**src/rtl/blink_meter.sv**
```systemverilog
// Blink/pulse line meter: synchronizes an asynchronous blink input, measures each
// high+low period in clk cycles, checks it against expected durations and flags stalls.
module blink_meter #(
  parameter int unsigned CNT_WIDTH = 32,
  parameter int unsigned EXP_ON    = 25_000_000,
  parameter int unsigned EXP_OFF   = 25_000_000,
  parameter int unsigned TOLERANCE = 1000,
  parameter int unsigned TIMEOUT   = 100_000_000
) (
  input  logic                 clk,
  input  logic                 reset,
  input  logic                 blink_in,
  output logic [CNT_WIDTH-1:0] meas_on,
  output logic [CNT_WIDTH-1:0] meas_off,
  output logic                 meas_valid,
  output logic                 in_spec,
  output logic                 locked,
  output logic                 stalled
);

  typedef enum logic [1:0] {IDLE, HIGH, LOW} state_t;

  // One extra bit so the deviation never wraps, whatever the operands.
  localparam logic [CNT_WIDTH:0]   EXP_ON_X  = (CNT_WIDTH+1)'(EXP_ON);
  localparam logic [CNT_WIDTH:0]   EXP_OFF_X = (CNT_WIDTH+1)'(EXP_OFF);
  localparam logic [CNT_WIDTH:0]   TOL_X     = (CNT_WIDTH+1)'(TOLERANCE);
  localparam logic [CNT_WIDTH-1:0] TO_CNT    = CNT_WIDTH'(TIMEOUT);
  localparam logic [CNT_WIDTH-1:0] ONE       = CNT_WIDTH'(1);

  function automatic logic [CNT_WIDTH:0] absdiff(input logic [CNT_WIDTH:0] a,
                                                 input logic [CNT_WIDTH:0] b);
    return (a >= b) ? (a - b) : (b - a);
  endfunction

  state_t               state;
  logic                 s1, s2, s2_d;
  logic [CNT_WIDTH-1:0] counter;
  logic [CNT_WIDTH-1:0] on_len;
  logic [1:0]           pass_cnt;

  logic                 rise, fall, expired;
  logic [CNT_WIDTH:0]   on_dev, off_dev;
  logic                 period_ok;
  logic [1:0]           pass_nxt;

  assign rise    = s2 & ~s2_d;
  assign fall    = ~s2 & s2_d;
  assign expired = (counter == TO_CNT);
  assign on_dev  = absdiff({1'b0, on_len}, EXP_ON_X);
  assign off_dev = absdiff({1'b0, counter}, EXP_OFF_X);

  // Evaluated only when a period is published: on_len is complete and counter
  // holds the full low duration at that moment.
  always_comb begin
    period_ok = (on_dev <= TOL_X) && (off_dev <= TOL_X);
    pass_nxt  = 2'd0;
    if (period_ok)
      pass_nxt = (pass_cnt == 2'd2) ? 2'd2 : pass_cnt + 2'd1;
  end

  always_ff @(posedge clk) begin
    if (reset) begin
      state      <= IDLE;
      s1         <= 1'b0;
      s2         <= 1'b0;
      s2_d       <= 1'b0;
      counter    <= '0;
      on_len     <= '0;
      pass_cnt   <= 2'd0;
      meas_on    <= '0;
      meas_off   <= '0;
      meas_valid <= 1'b0;
      in_spec    <= 1'b0;
      locked     <= 1'b0;
      stalled    <= 1'b0;
    end else begin
      s1         <= blink_in;
      s2         <= s1;
      s2_d       <= s2;
      meas_valid <= 1'b0;

      case (state)
        IDLE: begin
          // A leading low phase is never complete, so only a rise starts measuring.
          counter <= '0;
          if (rise) begin
            counter <= ONE;
            stalled <= 1'b0;
            state   <= HIGH;
          end
        end

        HIGH: begin
          if (fall) begin
            on_len  <= counter;
            counter <= ONE;
            state   <= LOW;
          end else if (expired) begin
            counter  <= '0;
            stalled  <= 1'b1;
            locked   <= 1'b0;
            in_spec  <= 1'b0;
            pass_cnt <= 2'd0;
            state    <= IDLE;
          end else begin
            counter <= counter + ONE;
          end
        end

        LOW: begin
          if (rise) begin
            meas_on    <= on_len;
            meas_off   <= counter;
            meas_valid <= 1'b1;
            in_spec    <= period_ok;
            pass_cnt   <= pass_nxt;
            locked     <= (pass_nxt == 2'd2);
            counter    <= ONE;
            state      <= HIGH;
          end else if (expired) begin
            counter  <= '0;
            stalled  <= 1'b1;
            locked   <= 1'b0;
            in_spec  <= 1'b0;
            pass_cnt <= 2'd0;
            state    <= IDLE;
          end else begin
            counter <= counter + ONE;
          end
        end

        default: begin
          counter <= '0;
          state   <= IDLE;
        end
      endcase
    end
  end

endmodule

```
**config.mk**
```make
export PLATFORM = sky130hd
export DESIGN_NAME = blink_meter
export DESIGN_NICKNAME = d
export VERILOG_FILES = /design/src/rtl/blink_meter.sv
export SDC_FILE = /design/constraint.sdc
export NUM_CORES = 1
export LEC_CHECK = 0
export ABC_AREA = 1
export BUFFER_PORTS_ARGS = -buffer_cell sky130_fd_sc_hd__buf_4
export CAP_MARGIN = 20
export CORE_UTILIZATION = 55
export DETAILED_ROUTE_END_ITERATION = 10
export GPL_TIMING_DRIVEN = 0
export PLACE_DENSITY_LB_ADDON = 0.2
export SLEW_MARGIN = 20
export SYNTH_ARGS = -nofsm -noshare
export SYNTH_HDL_FRONTEND = slang
export SYNTH_SLANG_ARGS = --single-unit
```
**constraint.sdc**
```tcl
create_clock -name clk -period 6.8 [get_ports clk]
set_input_delay 0.34 -clock clk [delete_from_list [all_inputs] [get_ports clk]]
set_output_delay 0.34 -clock clk [all_outputs]
set_load 0.02 [all_outputs]
```
==> flow_metrics.tcl <==
set metrics [dict create \
    peakVddDrop_mv 0.200 \
    numCtsBuffers 17 \
    coreArea_mm2 0.0166 \
    cp.arrival_ns 3.84 \
    wl_met3_um 4170 \
    wl_met1_um 14800 \
    maxCapViolations 0 \
    crit_type "flop to flop" \
    seqPwrFrac 0.436 \
    pwr-share-clk 0.488 \
    placed_area_mm2 0.0102 \
    grt_start_max_net_pins 17 \
    layout_commonest_cell "nand2_1" \
    clk_pin_slew_ns 0.06 \
    drt_wl_total_um 34300 \
    wl_per_cell_um 18.4 \
    antenna_found_initial 0 \
    num_vias 10900 \
    yosys_warnings 0 \
    fmax_mhz 285 \
    final_net_count 1648 \
    initial_utilization 0.565 \
    final_cell_mix "nand2_1 (432), nor2_1 (191), inv_1 (144)" \
    grt_pass1_vias 9617 \
    final_max_slew_viol_count 0 \
    syn-cell-area_mm2 0.00940 \
    ant_nets 0 \
    status "completed" \
    drcViolationCount 0 \
    finalInstanceArea_mm2 0.0108 \
    ys_ff_latch 139 \
    netSwitchingFraction 0.274 \
    setup_viol 0 \
    ys_seq_area_frac 0.296 \
    diodes 0 \
    period_needed_ns 3.51 \
    dr_wl_met2_um 14400 \
    crit_path_start_kind "flop" \
    combPwrFrac 0.075 \
    intPower_mw 1.38 \
    powerDensity_mw_per_mm2 176 \
    drtIter0Drc 1269 \
    cts_root_buffer "clkbuf_16" \
    cts_hold_buf 0 \
    cts_htree_levels 4 \
    viasPerCell 5.83 \
    switching_power_uw 520 \
    p_leak_nw 4.89 \
    finalPower_mw 1.90 \
    relSlewSlack 0.371 \
    stdcell_count 1863 \
    syn_inst 1542 \
    final_util 0.647 \
    num_rows 47 \
    finClkSkew_ns 0.0131 \
    cts_buffer_depth 2 \
    dp_hpwl_um 26300 \
    required_ns 7.13 \
    dp_slack_ns 3.46 \
    synth.distinct_cells 52 \
    clkSinkCount 139 \
    grt_pass1_wl_um 52800 \
    design.portCount 71 \
    cp_max_fo 10 \
    avgSynthCellArea_um2 6.10 \
    finalCritPeriodShare 0.516 \
    drive_above_1_share 0.119 \
    cts_tree "built" \
    rsz0062_at_grt "false" \
    hold_path_class "input pin to flop" \
    timing.final.ws_setup_ns 3.29 \
    dp.cells 1831 \
    hold_viol_final 0 \
    ctsResizeCount 0 \
    firstDrtPassIters 8 \
    fin_hold_ws_ns 0.114 \
    die_h_um 133 \
    cts_setup_buffers 0 \
    syn-num-nets 1560 \
    track_usage 0.392 \
    port_buffers 69 \
    area.growth.synth_to_final_pct 14.5 \
    dieArea_mm2 0.0176 \
    fin_tns_setup_ns 0 \
    fp.dieW_um 133 \
    clk-insertion-delay-late_ns 0.44 \
    highest_layer "met4" \
    gp_congestion 1.01 \
    gr-total-overflow 0 \
    worstMarginPinSlew_ns 0.931 \
    cp-end-kind "flop" \
]
==> state kept, by name, indices dropped and copies added (netlist names) <==
signal      cells
counter        32
in_spec         1
locked          1
meas_off       32
meas_on        32
meas_valid      1
on_len         32
pass_cnt        2
s1              1
s2              1
s2_d            1
stalled         1
state           2
==> layer usage <==
| layer | track usage | vias up |
|---|---|---|
| met5 | 0 | - |
| met4 | 0.145 | 0 |
| met3 | 0.101 | 73 |
| met2 | 0.571 | 649 |
| met1 | 0.552 | 4974 |
| li1 | - | 5159 |
==> critical path, stage by stage (launching register included) <==
cell,delay [ns]
dfxtp_1,0.34
inv_1,0.28
ha_1,0.26
nand3_1,0.20
nor2_1,0.30
inv_1,0.11
nor3_1,0.14
nand3_1,0.56
nand2_1,0.35
buf_1,0.63
a21oi_1,0.08
o21a_1,0.14
==> area by class of cell <==
| class | instances | area, µm² |
|---|---|---|
| inverters | 167 | 629 |
| clock inverters | 13 | 134 |
| clock buffers | 19 | 433 |
| multi-input cells | 1176 | 5680 |
| plain buffers | 60 | 307 |
| flip-flops and latches | 139 | 2780 |
| fillers | 1635 | 5880 |
| repair buffers | 69 | 518 |
| well taps | 220 | 275 |
==> Yosys cell counts, drive strengths merged <==
library cell	number	area share
nand2	445	0.18
inv	163	0.065
ha	15	0.020
dfxtp	139	0.30
a221oi	1	0.00093
nor4	9	0.0083
xnor2	2	0.0019
a21boi	4	0.0032
o22ai	1	0.00067
nor3	29	0.017
o2111ai	1	0.00093
o21bai	1	0.00080
a31oi	5	0.0033
o211ai	3	0.0024
o221a	1	0.0012
clkinv	4	0.0019
o31ai	2	0.0016
nor2	210	0.094
nor2b	1	0.00067
buf	26	0.019
a21oi	132	0.071
o21ai	137	0.073
clkbuf	34	0.014
and2	1	0.00080
nand3	101	0.058
a211oi	4	0.0032
nand3b	2	0.0016
o21a	3	0.0024
or2	2	0.0013
nand4	21	0.014
nor4b	1	0.00093
and3	1	0.00067
xor2	41	0.038
==> cells by family (layout without fill, tap and decap cells) <==
family,after synthesis,after routing,synth area share
and+or+nand+nor,823,823,0.379
AOI/OAI and AO/OA,295,295,0.165
buffers and inverters,227,328,0.0996
DFF,139,139,0.296
xor gates and xnor gates,43,43,0.0401
adders and majority gates,15,15,0.0200
==> power by group through the flow <==
stage          registers (mW)  clock network [mW]  logic [mW]
6_report                0.828               0.926       0.143
5_1_grt                 0.828               0.965       0.155
4_1_cts                 0.827               0.925       0.138
3_5_place_dp            0.846                   0       0.137
3_3_place_gp            0.845                   0       0.136
2_1_floorplan           0.844                   0      0.0959
==> final timing paths <==
path	from	to	slack, ns	depth (start not counted)
min	blink_in	s1	0.11	3
max	counter[0]	counter[28]	3.29	11
min reg2reg	s1	s2	0.42	2
max reg2reg	counter[0]	counter[28]	3.29	11
(Power assumes the default switching activity.)
